**src/rtl/alu_pkg.sv**
```systemverilog
// rtl/alu_pkg.sv - shared codes for the ALU request arbiter
// Purpose: unit-select codes, logic-unit function codes, FSM state encoding
//          and the opcode-to-unit-enable decoder.
// Ports:   none (package).
package alu_pkg;

   localparam logic [1:0] UNIT_ARITH = 2'b00;
   localparam logic [1:0] UNIT_LOGIC = 2'b01;
   localparam logic [1:0] UNIT_CMP   = 2'b10;
   localparam logic [1:0] UNIT_SHIFT = 2'b11;

   localparam logic [1:0] LOGIC_AND  = 2'b00;
   localparam logic [1:0] LOGIC_OR   = 2'b01;
   localparam logic [1:0] LOGIC_NAND = 2'b10;
   localparam logic [1:0] LOGIC_NOR  = 2'b11;

   typedef enum logic [1:0] {
      IDLE  = 2'd0,
      ISSUE = 2'd1,
      WAIT  = 2'd2,
      RESP  = 2'd3
   } state_t;

   // Returns {shift, cmp, logic, arith}, exactly one bit set.
   function automatic logic [3:0] unit_enables(input logic [1:0] unit);
      logic [3:0] en;
      case (unit)
         UNIT_ARITH: en = 4'b0001;
         UNIT_LOGIC: en = 4'b0010;
         UNIT_CMP:   en = 4'b0100;
         default:    en = 4'b1000;
      endcase
      return en;
   endfunction

endpackage

```
**src/rtl/rr_arbiter.sv**
```systemverilog
// rtl/rr_arbiter.sv - round-robin picker over NUM_REQ requesters
// Purpose: picks the first set request at or after (i_last+1), wrapping.
// Ports:
//   i_req  [NUM_REQ] request vector
//   i_last [ID_W]    index of the previous grant
//   i_en             picker enable; grant is all-zero when low
//   o_gnt  [NUM_REQ] one-hot grant
//   o_idx  [ID_W]    encoded grant index (0 when no grant)
module rr_arbiter #(
   parameter int NUM_REQ = 2,
   parameter int ID_W    = 3
) (
   input  logic [NUM_REQ-1:0] i_req,
   input  logic [ID_W-1:0]    i_last,
   input  logic               i_en,
   output logic [NUM_REQ-1:0] o_gnt,
   output logic [ID_W-1:0]    o_idx
);

   logic [NUM_REQ-1:0] w_hi;
   logic [NUM_REQ-1:0] w_pick;

   // Requests above the last grant take priority; if none, wrap to the
   // lowest set request overall. Equivalent to a rotating search.
   always_comb begin
      w_hi = '0;
      for (int i = 0; i < NUM_REQ; i++) begin
         w_hi[i] = i_req[i] && (i > int'(i_last));
      end
      w_pick = (|w_hi) ? w_hi : i_req;
   end

   // Descending scan so the lowest candidate is the final assignment.
   always_comb begin
      o_gnt = '0;
      o_idx = '0;
      for (int i = NUM_REQ - 1; i >= 0; i--) begin
         if (i_en && w_pick[i]) begin
            o_gnt    = '0;
            o_gnt[i] = 1'b1;
            o_idx    = ID_W'(i);
         end
      end
   end

endmodule

```
**src/rtl/alu_op_arbiter.sv**
```systemverilog
// rtl/alu_op_arbiter.sv - shares one ALU between NUM_REQ requesters
// Purpose: round-robin accept, one-cycle unit enable, result capture and
//          tagged response handshake. Optional WAIT timeout enabled by the
//          macro ALU_OP_ARBITER_TIMEOUT_EN.
// Ports:
//   CLK, RST                  clock, synchronous active-high reset
//   REQ_VALID/REQ_READY       per-requester request handshake
//   REQ_A, REQ_B, REQ_FUN     packed per-requester operands and opcode
//   ALU_A, ALU_B, ALU_FUN     operands and function code to the ALU
//   *_Enable                  unit enables (arith, logic, cmp, shift)
//   ALU_OUT, OUT_VALID        muxed unit result and flag
//   RSP_VALID/RSP_READY       response handshake
//   RSP_ID, RSP_DATA, RSP_ERR response tag, data and timeout error
module alu_op_arbiter #(
   parameter int WIDTH   = 16,
   parameter int NUM_REQ = 2,
   parameter int ID_W    = 3,
   parameter int TIMEOUT = 8
) (
   input  logic                     CLK,
   input  logic                     RST,
   input  logic [NUM_REQ-1:0]       REQ_VALID,
   output logic [NUM_REQ-1:0]       REQ_READY,
   input  logic [NUM_REQ*WIDTH-1:0] REQ_A,
   input  logic [NUM_REQ*WIDTH-1:0] REQ_B,
   input  logic [NUM_REQ*4-1:0]     REQ_FUN,
   output logic [WIDTH-1:0]         ALU_A,
   output logic [WIDTH-1:0]         ALU_B,
   output logic [1:0]               ALU_FUN,
   output logic                     Arith_Enable,
   output logic                     Logic_Enable,
   output logic                     CMP_Enable,
   output logic                     SHIFT_Enable,
   input  logic [WIDTH-1:0]         ALU_OUT,
   input  logic                     OUT_VALID,
   output logic                     RSP_VALID,
   input  logic                     RSP_READY,
   output logic [ID_W-1:0]          RSP_ID,
   output logic [WIDTH-1:0]         RSP_DATA,
   output logic                     RSP_ERR
);

   import alu_pkg::*;

   localparam int CNT_W = (TIMEOUT > 1) ? $clog2(TIMEOUT) : 1;

   state_t             r_state;
   state_t             w_next;
   logic [NUM_REQ-1:0] w_gnt;
   logic [ID_W-1:0]    w_idx;
   logic               w_accept;
   logic               w_timeout;
   logic [3:0]         w_en;

   logic [WIDTH-1:0]   r_a;
   logic [WIDTH-1:0]   r_b;
   logic [3:0]         r_fun;
   logic [ID_W-1:0]    r_id;
   logic [ID_W-1:0]    r_last;
   logic               r_rsp_valid;
   logic [WIDTH-1:0]   r_rsp_data;

   rr_arbiter #(
      .NUM_REQ (NUM_REQ),
      .ID_W    (ID_W)
   ) u_rr (
      .i_req  (REQ_VALID),
      .i_last (r_last),
      .i_en   (r_state == IDLE),
      .o_gnt  (w_gnt),
      .o_idx  (w_idx)
   );

   assign w_accept  = |w_gnt;
   assign REQ_READY = w_gnt;

`ifdef ALU_OP_ARBITER_TIMEOUT_EN
   logic [CNT_W-1:0] r_cnt;
   logic             r_rsp_err;

   // Fires on the last of TIMEOUT consecutive WAIT cycles without a result.
   assign w_timeout = (r_state == WAIT) && !OUT_VALID &&
                      (r_cnt == CNT_W'(TIMEOUT - 1));
   assign RSP_ERR   = r_rsp_err;

   always_ff @(posedge CLK) begin
      if (RST) begin
         r_cnt     <= '0;
         r_rsp_err <= 1'b0;
      end else begin
         if (r_state == ISSUE) begin
            r_cnt <= '0;
         end else if (r_state == WAIT) begin
            r_cnt <= r_cnt + 1'b1;
         end
         if (r_state == WAIT && !OUT_VALID && w_timeout) begin
            r_rsp_err <= 1'b1;
         end else if (r_state == RESP && RSP_READY) begin
            r_rsp_err <= 1'b0;
         end
      end
   end
`else
   logic [CNT_W-1:0] w_unused_cnt;

   assign w_unused_cnt = '0;
   assign w_timeout    = 1'b0;
   assign RSP_ERR      = 1'b0;
`endif

   always_ff @(posedge CLK) begin
      if (RST) begin
         r_state <= IDLE;
      end else begin
         r_state <= w_next;
      end
   end

   always_comb begin
      w_next  = r_state;
      w_en    = 4'b0000;
      ALU_A   = '0;
      ALU_B   = '0;
      ALU_FUN = 2'b00;
      case (r_state)
         IDLE: begin
            if (w_accept) w_next = ISSUE;
         end
         ISSUE: begin
            ALU_A   = r_a;
            ALU_B   = r_b;
            ALU_FUN = r_fun[1:0];
            w_en    = unit_enables(r_fun[3:2]);
            w_next  = WAIT;
         end
         WAIT: begin
            ALU_A   = r_a;
            ALU_B   = r_b;
            ALU_FUN = r_fun[1:0];
            if (OUT_VALID || w_timeout) w_next = RESP;
         end
         default: begin
            ALU_A   = r_a;
            ALU_B   = r_b;
            ALU_FUN = r_fun[1:0];
            if (RSP_READY) w_next = IDLE;
         end
      endcase
   end

   assign Arith_Enable = w_en[0];
   assign Logic_Enable = w_en[1];
   assign CMP_Enable   = w_en[2];
   assign SHIFT_Enable = w_en[3];

   always_ff @(posedge CLK) begin
      if (RST) begin
         r_a         <= '0;
         r_b         <= '0;
         r_fun       <= '0;
         r_id        <= '0;
         r_last      <= '0;
         r_rsp_valid <= 1'b0;
         r_rsp_data  <= '0;
      end else begin
         case (r_state)
            IDLE: begin
               if (w_accept) begin
                  r_a    <= REQ_A[w_idx*WIDTH +: WIDTH];
                  r_b    <= REQ_B[w_idx*WIDTH +: WIDTH];
                  r_fun  <= REQ_FUN[w_idx*4 +: 4];
                  r_id   <= w_idx;
                  r_last <= w_idx;
               end
            end
            WAIT: begin
               if (OUT_VALID) begin
                  r_rsp_data  <= ALU_OUT;
                  r_rsp_valid <= 1'b1;
               end else if (w_timeout) begin
                  r_rsp_data  <= '0;
                  r_rsp_valid <= 1'b1;
               end
            end
            RESP: begin
               if (RSP_READY) r_rsp_valid <= 1'b0;
            end
            default: begin
            end
         endcase
      end
   end

   assign RSP_VALID = r_rsp_valid;
   assign RSP_ID    = r_id;
   assign RSP_DATA  = r_rsp_data;

endmodule

```
**config.mk**
```make
export PLATFORM = sky130hd
export DESIGN_NAME = alu_op_arbiter
export DESIGN_NICKNAME = d
export VERILOG_FILES = /design/src/rtl/alu_pkg.sv /design/src/rtl/rr_arbiter.sv /design/src/rtl/alu_op_arbiter.sv
export SDC_FILE = /design/constraint.sdc
export NUM_CORES = 1
export LEC_CHECK = 0
export CORE_AREA = 2 2 67 117
export CTS_CLUSTER_DIAMETER = 40
export CTS_CLUSTER_SIZE = 30
export DETAILED_ROUTE_END_ITERATION = 10
export DIE_AREA = 0 0 69 119
export PLACE_DENSITY = 0.82
export SLEW_MARGIN = 10
export SYNTH_ARGS = -nofsm -noshare
export SYNTH_HDL_FRONTEND = slang
export SYNTH_SLANG_ARGS = --single-unit
```
**constraint.sdc**
```tcl
create_clock -name CLK -period 4.6 [get_ports CLK]
set_clock_uncertainty 0.05 [all_clocks]
set_input_delay 0.92 -clock CLK [delete_from_list [all_inputs] [get_ports CLK]]
set_output_delay 0.92 -clock CLK [all_outputs]
set_load 0.02 [all_outputs]
```
==> flow_summary.html, run 1 <==
<table>
<tr><th>Metric</th><th>Value</th></tr>
<tr><th colspan="2">Min path</th></tr>
<tr><td>Kind of path behind the tightest hold check</td><td>flip-flop to flip-flop</td></tr>
<tr><th colspan="2">Finish</th></tr>
<tr><td>Final Util</td><td>64.34%</td></tr>
<tr><td>Net total in the final layout</td><td>584</td></tr>
<tr><td>Synthesis-to-finish area growth</td><td>50.54%</td></tr>
<tr><td>Number of antenna repair diodes</td><td>0</td></tr>
<tr><td>Share of post-route cells with drive strength above 1</td><td>9.259%</td></tr>
<tr><th colspan="2">Yosys</th></tr>
<tr><td>Synth Warn #</td><td>0</td></tr>
<tr><td>Top-area cell type share of the netlist area</td><td>35.65%</td></tr>
<tr><td>Commonest register cell after synthesis</td><td>dfxtp_1</td></tr>
<tr><td>Fraction of registers with async set/reset</td><td>0%</td></tr>
<tr><td>Cells taking the most area after synthesis</td><td>dfxtp_1, a311oi_2, or3b_1</td></tr>
<tr><td>Average footprint of a synthesized cell</td><td>8.686 sq um</td></tr>
<tr><td>Number of enable-type register cells in the synthesized netlist</td><td>0</td></tr>
<tr><td>Flip-flop and latch count after synthesis</td><td>56</td></tr>
<tr><td>Post-Syn Area</td><td>3144 sq um</td></tr>
<tr><td>Area leader, netlist</td><td>dfxtp_1</td></tr>
<tr><td>Number of library cell types mapped by synthesis</td><td>31</td></tr>
<tr><td>Post-Syn Instances</td><td>362</td></tr>
<tr><td>Seq/Total Area, Yosys</td><td>35.65%</td></tr>
<tr><th colspan="2">GRT</th></tr>
<tr><td>Overflow left after global routing</td><td>0</td></tr>
<tr><td>Maximum number of pins on one net before global-route repair</td><td>75</td></tr>
<tr><td>Initial antenna violation count</td><td>0</td></tr>
<tr><td>All-Layer GR Usage</td><td>20.37%</td></tr>
<tr><td>Global-route wire length before repair</td><td>13510 um</td></tr>
<tr><td>Vias in the first global route</td><td>2938</td></tr>
<tr><th colspan="2">CTS</th></tr>
<tr><td>H-Tree Level Count</td><td>2</td></tr>
<tr><td>Cell at the root of the clock tree</td><td>clkbuf_16</td></tr>
<tr><td>Clock latency at the later pin of the worst-skew pair</td><td>0.29 ns</td></tr>
<tr><td>Maximum buffer depth of the clock tree</td><td>2</td></tr>
<tr><td>Cells resized by post-CTS repair</td><td>0</td></tr>
<tr><td>CTS tree</td><td>built</td></tr>
<tr><td>Post-CTS setup repair buffer count</td><td>0</td></tr>
<tr><td>Num Clock Sinks</td><td>56</td></tr>
<tr><td>CTS hold repair buffers</td><td>0</td></tr>
<tr><td>CTS clock-pin slew for the worst setup and hold paths</td><td>0.07 ns</td></tr>
<tr><td>Number of buffers created by CTS</td><td>5</td></tr>
<tr><th colspan="2">Pwr</th></tr>
<tr><td>Share of power burned in the clock network</td><td>17.0%</td></tr>
<tr><td>Portion of total power attributed to sequential cells</td><td>30.3%</td></tr>
<tr><td>Total power density per cell area</td><td>483.4 nW/um^2</td></tr>
<tr><td>Switching power summed over all nets</td><td>0.0009129 W</td></tr>
<tr><td>Leakage</td><td>1.629 nW</td></tr>
<tr><td>Combinational power share</td><td>52.7%</td></tr>
<tr><td>Peak ir drop on the vdd network</td><td>0.0003208 V</td></tr>
<tr><td>Proportion of total power due to net switching</td><td>39.90%</td></tr>
<tr><td>Design internal power</td><td>0.001375 W</td></tr>
<tr><th colspan="2">Critical path</th></tr>
<tr><td>Number of buffers and inverters on the critical path</td><td>2</td></tr>
<tr><td>Max stage delay cell, worst path</td><td>and2_4</td></tr>
<tr><td>CP Cell Sequence</td><td>clkdlybuf4s50_1 &gt; and2_4 &gt; nor2_1 &gt; clkdlybuf4s50_1</td></tr>
<tr><td>Data arrival time of the critical path</td><td>2.71 ns</td></tr>
<tr><td>Largest driver fanout on the critical path</td><td>74</td></tr>
<tr><td>Reg-to-reg setup timing slack</td><td>1.76 ns</td></tr>
<tr><td>Worst setup SP type</td><td>input port</td></tr>
<tr><td>Library cell appearing most often on the critical path</td><td>clkdlybuf4s50_1</td></tr>
<tr><td>Required time of the critical path</td><td>3.63 ns</td></tr>
<tr><td>Delay of the slowest cell on the worst path</td><td>0.59 ns</td></tr>
<tr><td>Worst Setup Path Type</td><td>input port to primary output</td></tr>
<tr><td>Critical path's top delay family</td><td>buffers and inverters</td></tr>
<tr><td>Kind of end point of the critical path</td><td>primary output</td></tr>
<tr><th colspan="2">STA</th></tr>
<tr><td>Final hold violation count</td><td>0</td></tr>
<tr><td>Transition time of the tightest slew-check pin</td><td>0.9251 ns</td></tr>
<tr><td>Headroom to the max-slew limit</td><td>38.32%</td></tr>
<tr><td>Fmax</td><td>0.2716 GHz</td></tr>
<tr><td>Setup violators final</td><td>0</td></tr>
<tr><td>Part of the cycle the worst path needs</td><td>80.04%</td></tr>
<tr><td>Final min period</td><td>3.682 ns</td></tr>
<tr><td>Final number of max-transition violations</td><td>0</td></tr>
<tr><td>Final hold slack</td><td>0.4044 ns</td></tr>
<tr><td>Unrepaired setup endpoints after global routing</td><td>false</td></tr>
<tr><td>Final total negative setup slack</td><td>0 ns</td></tr>
<tr><th colspan="2">Outcome</th></tr>
<tr><td>Status</td><td>finished, final reports clean</td></tr>
<tr><th colspan="2">Route</th></tr>
<tr><td>Total vias in the final route</td><td>2999</td></tr>
<tr><td>First-pass iteration count of the detailed router</td><td>4</td></tr>
<tr><td>Wire length reported by the detailed router</td><td>8550 um</td></tr>
<tr><td>1st-iter DRT viols</td><td>140</td></tr>
<tr><td>Via-to-Cell Ratio</td><td>5.225</td></tr>
<tr><td>Average wire per cell in the routed design</td><td>14.90 um</td></tr>
<tr><td>Antenna-violating nets left</td><td>0</td></tr>
<tr><td>DRC</td><td>0</td></tr>
<tr><th colspan="2">Placement</th></tr>
<tr><td>DP HPWL</td><td>6311 um</td></tr>
<tr><td>Final weighted congestion of routability-driven global placement</td><td>0.8076</td></tr>
<tr><td>Port Buffer Count</td><td>151</td></tr>
<tr><th colspan="2">Floorplanning</th></tr>
<tr><td>DIE WIDTH</td><td>69 um</td></tr>
<tr><td>Std cell rows</td><td>42</td></tr>
<tr><td>Die area</td><td>8211 sq um</td></tr>
<tr><td>Std-Cell Core Area</td><td>7357 sq um</td></tr>
<tr><td>Chip height</td><td>119 um</td></tr>
<tr><td>Effective utilization at floorplan</td><td>42.74%</td></tr>
<tr><td>Boundary pin count</td><td>155</td></tr>
<tr><th colspan="2">Flow run</th></tr>
<tr><td>Max-cap violation count</td><td>0</td></tr>
</table>
-- worst reg2reg max path, stage by stage, from the launching register on --
cell,delay (ns)
dfxtp_1,0.36
inv_1,0.10
ha_1,0.66
buf_4,0.37
o21a_4,0.76
o22ai_1,0.23
nor2b_1,0.17
-- logic make-up after synthesis --
family	share of synthesized area, %
AOI/OAI and AO/OA	25.79
adders and majority gates	1.990
other	0.1193
DFF	35.65
and+or+nand+nor	29.17
buffers and inverters	7.282
-- sequential cells by signal, summed over array words and instances (netlist names) --
name       flops
RSP_DATA      16
r_a           16
r_b           16
r_fun          4
r_state        2
RSP_VALID      1
r_last         1
-- layout by cell type, fill, tap and decap left out, drive strengths merged, types with 5 or more instances in the layout --
| cell type | count |
|---|---|
| a21oi | 18 |
| a311oi | 36 |
| clkbuf | 7 |
| clkdlybuf4s50 | 150 |
| dfxtp | 56 |
| ha | 5 |
| nand2 | 38 |
| nor2 | 40 |
| nor2b | 36 |
| o21ai | 36 |
| or3b | 36 |
-- final timing paths --
check | from | end | cells after the start
worst min-delay path | RSP_DATA[9] | RSP_DATA[9] | 2
worst max register to register | r_state[0] | r_last[0] | 6
worst max-delay path | REQ_VALID[0] | REQ_READY[1] | 4
worst min register to register | RSP_DATA[9] | RSP_DATA[9] | 2
-- power by group through the flow --
stage                     combinational [W]  sequential [W]  clock [W]
after floorplan                    0.000839        0.000698          0
after global placement              0.00118        0.000698          0
after detailed placement            0.00122        0.000704          0
after CTS                           0.00122        0.000694   0.000397
after global routing                0.00131        0.000708   0.000416
final                               0.00121        0.000693   0.000390
-- layout make-up --
cell class              instances  area [sq um]
repair buffers                154          1529
clock buffers                   7         142.6
inverters                       3         11.26
well taps                      88         110.1
flip-flops and latches         56          1121
fillers                       668          2624
clock inverters                 1         7.507
multi-input cells             265          1812
-- layer usage --
layer,vias up,share of wire (%),global-route usage [%]
met2,111,55,38.46
met1,1348,37,21.32
met4,0,2.6,8.088
met5,-,0,0
met3,19,5.6,4.484
li1,1521,-,-
-- synthesized netlist by cell type, types with 2 or more instances --
master	count
dfxtp_1	56
buf_2	12
nor2_1	40
o21ai_1	28
a311oi_1	6
a311oi_2	30
buf_4	4
nor2b_1	36
o21ai_0	8
inv_1	3
clkbuf_1	19
or3b_1	36
nor3b_1	2
buf_6	5
o31ai_1	2
a21oi_1	18
ha_1	5
nand2_1	38
or4_1	2
-- through the flow --
step / power, W / instance area (sq um) / worst slack, ns / instances
floorplan: 0.001537 / 3152 / 1.959 / 364
CTS: 0.002311 / 4733 / 0.9146 / 574
detailed placement: 0.001920 / 4583 / 0.9346 / 566
global route: 0.002436 / 4733 / 0.8166 / 574
global placement: 0.001879 / 4583 / 0.9319 / 566
finish: 0.002288 / 4733 / 0.9184 / 574
No activity file was read; power rests on OpenSTA's default activity.
==> inputs of run 2 (changes only) <==
--- a/config.mk
+++ b/config.mk
@@ -5,12 +5,12 @@
 export SDC_FILE = /design/constraint.sdc
 export NUM_CORES = 1
 export LEC_CHECK = 0
-export CORE_AREA = 2 2 67 117
+export CORE_AREA = 2 2 73 127
 export CTS_CLUSTER_DIAMETER = 40
 export CTS_CLUSTER_SIZE = 30
 export DETAILED_ROUTE_END_ITERATION = 10
-export DIE_AREA = 0 0 69 119
-export PLACE_DENSITY = 0.82
+export DIE_AREA = 0 0 75 129
+export PLACE_DENSITY = 0.73
 export SLEW_MARGIN = 10
 export SYNTH_ARGS = -nofsm -noshare
 export SYNTH_HDL_FRONTEND = slang
==> constraint.sdc (replaced) <==
create_clock -name CLK -period 3.2 [get_ports CLK]
set_clock_uncertainty 0.05 [all_clocks]
set_input_delay 0.64 -clock CLK [delete_from_list [all_inputs] [get_ports CLK]]
set_output_delay 0.64 -clock CLK [all_outputs]
set_load 0.02 [all_outputs]
==> flow_summary.html, run 2 (synthesis results as in run 1) <==
<table>
<tr><th>Metric</th><th>Value</th></tr>
<tr><th colspan="2">Critical path</th></tr>
<tr><td>Worst setup path start</td><td>r_state[1]</td></tr>
<tr><td>Critical path endpoint</td><td>REQ_READY[0]</td></tr>
<tr><td>Data arrival time of the critical path</td><td>2.17 ns</td></tr>
<tr><td>Kind of end point of the critical path</td><td>primary output</td></tr>
<tr><td>Critical R2R Capture</td><td>r_a[8]</td></tr>
<tr><td>Largest driver fanout on the critical path</td><td>40</td></tr>
<tr><td>Required time of the critical path</td><td>2.51 ns</td></tr>
<tr><td>Reg2reg start</td><td>r_state[0]</td></tr>
<tr><td>Worst setup SP type</td><td>flip-flop</td></tr>
<tr><td>Worst Setup Path Type</td><td>flip-flop to primary output</td></tr>
<tr><td>Reg-to-reg setup timing slack</td><td>0.95 ns</td></tr>
<tr><td>R2r worst-path depth</td><td>7</td></tr>
<tr><th colspan="2">GRT</th></tr>
<tr><td>All-Layer GR Usage</td><td>17.58%</td></tr>
<tr><td>Overflow left after global routing</td><td>0</td></tr>
<tr><td>Vias in the first global route</td><td>2772</td></tr>
<tr><td>Global-route wire length before repair</td><td>13220 um</td></tr>
<tr><td>Initial antenna violation count</td><td>0</td></tr>
<tr><td>Maximum number of pins on one net before global-route repair</td><td>74</td></tr>
<tr><th colspan="2">CTS</th></tr>
<tr><td>Clock latency at the later pin of the worst-skew pair</td><td>0.29 ns</td></tr>
<tr><td>CTS clock-pin slew for the worst setup and hold paths</td><td>0.07 ns</td></tr>
<tr><td>Cell at the root of the clock tree</td><td>clkbuf_16</td></tr>
<tr><td>Number of buffers created by CTS</td><td>5</td></tr>
<tr><td>Post-CTS setup repair buffer count</td><td>0</td></tr>
<tr><td>Maximum buffer depth of the clock tree</td><td>2</td></tr>
<tr><td>CTS hold repair buffers</td><td>0</td></tr>
<tr><td>H-Tree Level Count</td><td>2</td></tr>
<tr><td>Cells resized by post-CTS repair</td><td>0</td></tr>
<tr><td>CTS tree</td><td>built</td></tr>
<tr><td>Num Clock Sinks</td><td>56</td></tr>
<tr><th colspan="2">Route</th></tr>
<tr><td>DRC</td><td>0</td></tr>
<tr><td>1st-iter DRT viols</td><td>90</td></tr>
<tr><td>Antenna-violating nets left</td><td>0</td></tr>
<tr><td>First-pass iteration count of the detailed router</td><td>4</td></tr>
<tr><td>Total vias in the final route</td><td>2954</td></tr>
<tr><td>Via-to-Cell Ratio</td><td>4.883</td></tr>
<tr><td>Wire length reported by the detailed router</td><td>8422 um</td></tr>
<tr><td>Average wire per cell in the routed design</td><td>13.92 um</td></tr>
<tr><th colspan="2">Floorplanning</th></tr>
<tr><td>Std-Cell Core Area</td><td>8615 sq um</td></tr>
<tr><td>Std cell rows</td><td>45</td></tr>
<tr><td>Die area</td><td>9675 sq um</td></tr>
<tr><td>Chip height</td><td>129 um</td></tr>
<tr><td>DIE WIDTH</td><td>75 um</td></tr>
<tr><td>Effective utilization at floorplan</td><td>36.50%</td></tr>
<tr><td>Boundary pin count</td><td>155</td></tr>
<tr><th colspan="2">STA</th></tr>
<tr><td>Slack of the critical path</td><td>0.3378 ns</td></tr>
<tr><td>Final total negative setup slack</td><td>0 ns</td></tr>
<tr><td>Final hold violation count</td><td>0</td></tr>
<tr><td>Part of the cycle the worst path needs</td><td>89.44%</td></tr>
<tr><td>Unrepaired setup endpoints after global routing</td><td>false</td></tr>
<tr><td>Final number of max-transition violations</td><td>0</td></tr>
<tr><td>Fmax</td><td>0.3494 GHz</td></tr>
<tr><td>Transition time of the tightest slew-check pin</td><td>0.7730 ns</td></tr>
<tr><td>Setup violators final</td><td>0</td></tr>
<tr><td>Final min period</td><td>2.862 ns</td></tr>
<tr><td>Headroom to the max-slew limit</td><td>48.47%</td></tr>
<tr><th colspan="2">Placement</th></tr>
<tr><td>Post-place setup slack</td><td>0.4673 ns</td></tr>
<tr><td>Port Buffer Count</td><td>151</td></tr>
<tr><td>Placed Instances</td><td>597</td></tr>
<tr><td>DP HPWL</td><td>6152 um</td></tr>
<tr><td>Final weighted congestion of routability-driven global placement</td><td>0.8373</td></tr>
<tr><th colspan="2">Finish</th></tr>
<tr><td>Area used by multi-input combinational logic</td><td>1812 sq um</td></tr>
<tr><td>Net total in the final layout</td><td>586</td></tr>
<tr><td>Synthesis-to-finish area growth</td><td>54.64%</td></tr>
<tr><td>Most common library cell in the layout ignoring fill and taps</td><td>clkdlybuf4s50_1</td></tr>
<tr><td>Most used cells in the layout excluding fill and tap cells</td><td>clkdlybuf4s50_1, dfxtp_1, nor2_1</td></tr>
<tr><td>Final Instance Count excl. Fillers</td><td>605</td></tr>
<tr><td>Number of fillers in the final layout</td><td>783</td></tr>
<tr><td>Number of antenna repair diodes</td><td>0</td></tr>
<tr><td>Sequential cell area</td><td>1121 sq um</td></tr>
<tr><td>Share of post-route cells with drive strength above 1</td><td>9.836%</td></tr>
<tr><th colspan="2">Outcome</th></tr>
<tr><td>Status</td><td>finished, final reports clean</td></tr>
<tr><th colspan="2">Pwr</th></tr>
<tr><td>Peak ir drop on the vdd network</td><td>0.0003323 V</td></tr>
<tr><td>Leakage</td><td>1.678 nW</td></tr>
<tr><td>Total power density per cell area</td><td>723.9 nW/um^2</td></tr>
<tr><th colspan="2">Flow run</th></tr>
<tr><td>Max-cap violation count</td><td>0</td></tr>
<tr><th colspan="2">Min path</th></tr>
<tr><td>WHS Path Cells</td><td>2</td></tr>
<tr><td>Kind of path behind the tightest hold check</td><td>flip-flop to flip-flop</td></tr>
</table>
[run 2: how the worst min path moves through the flow]
| stage | startpoint | endpoint | slack [ns] |
|---|---|---|---|
| finish | RSP_DATA[8] | RSP_DATA[8] | 0.41 |
| global route | RSP_DATA[8] | RSP_DATA[8] | 0.42 |
| CTS | RSP_DATA[8] | RSP_DATA[8] | 0.41 |
| detailed placement | RSP_DATA[6] | RSP_DATA[6] | 0.40 |
| global placement | RSP_DATA[5] | RSP_DATA[5] | 0.39 |
| floorplan | r_a[11] | r_a[11] | 0.42 |
[run 2: worst max-delay path, stage by stage (launching register included)]
cell	delay, ns
dfxtp_1	0.35
inv_1	0.11
ha_1	0.14
buf_4	0.38
nand2_1	0.10
a21oi_1	0.16
clkdlybuf4s50_1	0.64
[run 2: area by class of cell]
cell class                      instances  share of cell area [%]
Timing Repair Buffer                  156                   32.01
Inverter                                3                  0.2316
Clock inverter                          3                   1.853
Multi-Input combinational cell        265                   37.26
Sequential cell                        56                   23.06
Clock buffer                            5                   2.573
Tap cell                              117                   3.011
[run 2: power by group]
group	switching, W	total (W)	internal (W)
sequential	0.0000964	0.000986	0.000890
combinational	0.000969	0.00176	0.000790
clock	0.000247	0.000774	0.000527
total	0.00131	0.00352	0.00221
[run 2: through the flow]
stage               util [%]  total power, W  hold WS, ns  cell area (sq um)
detailed placement     53.94        0.002779       0.3965               4647
floorplan                  -        0.002209       0.4218               3152
global route           56.44        0.003765       0.4227               4862
CTS                    56.44        0.003564       0.4063               4862
global placement       53.94        0.002738       0.3908               4647
finish                 56.44        0.003520       0.4051               4862
[run 2: layer usage]
layer / up-vias / part of all wire (%) / global-route usage (%)
met1: 1330 / 39 / 19.44
met5: - / 0 / 0
met3: 8 / 4.7 / 2.741
met4: 0 / 1.9 / 6.197
met2: 88 / 55 / 32.61
li1: 1528 / - / -
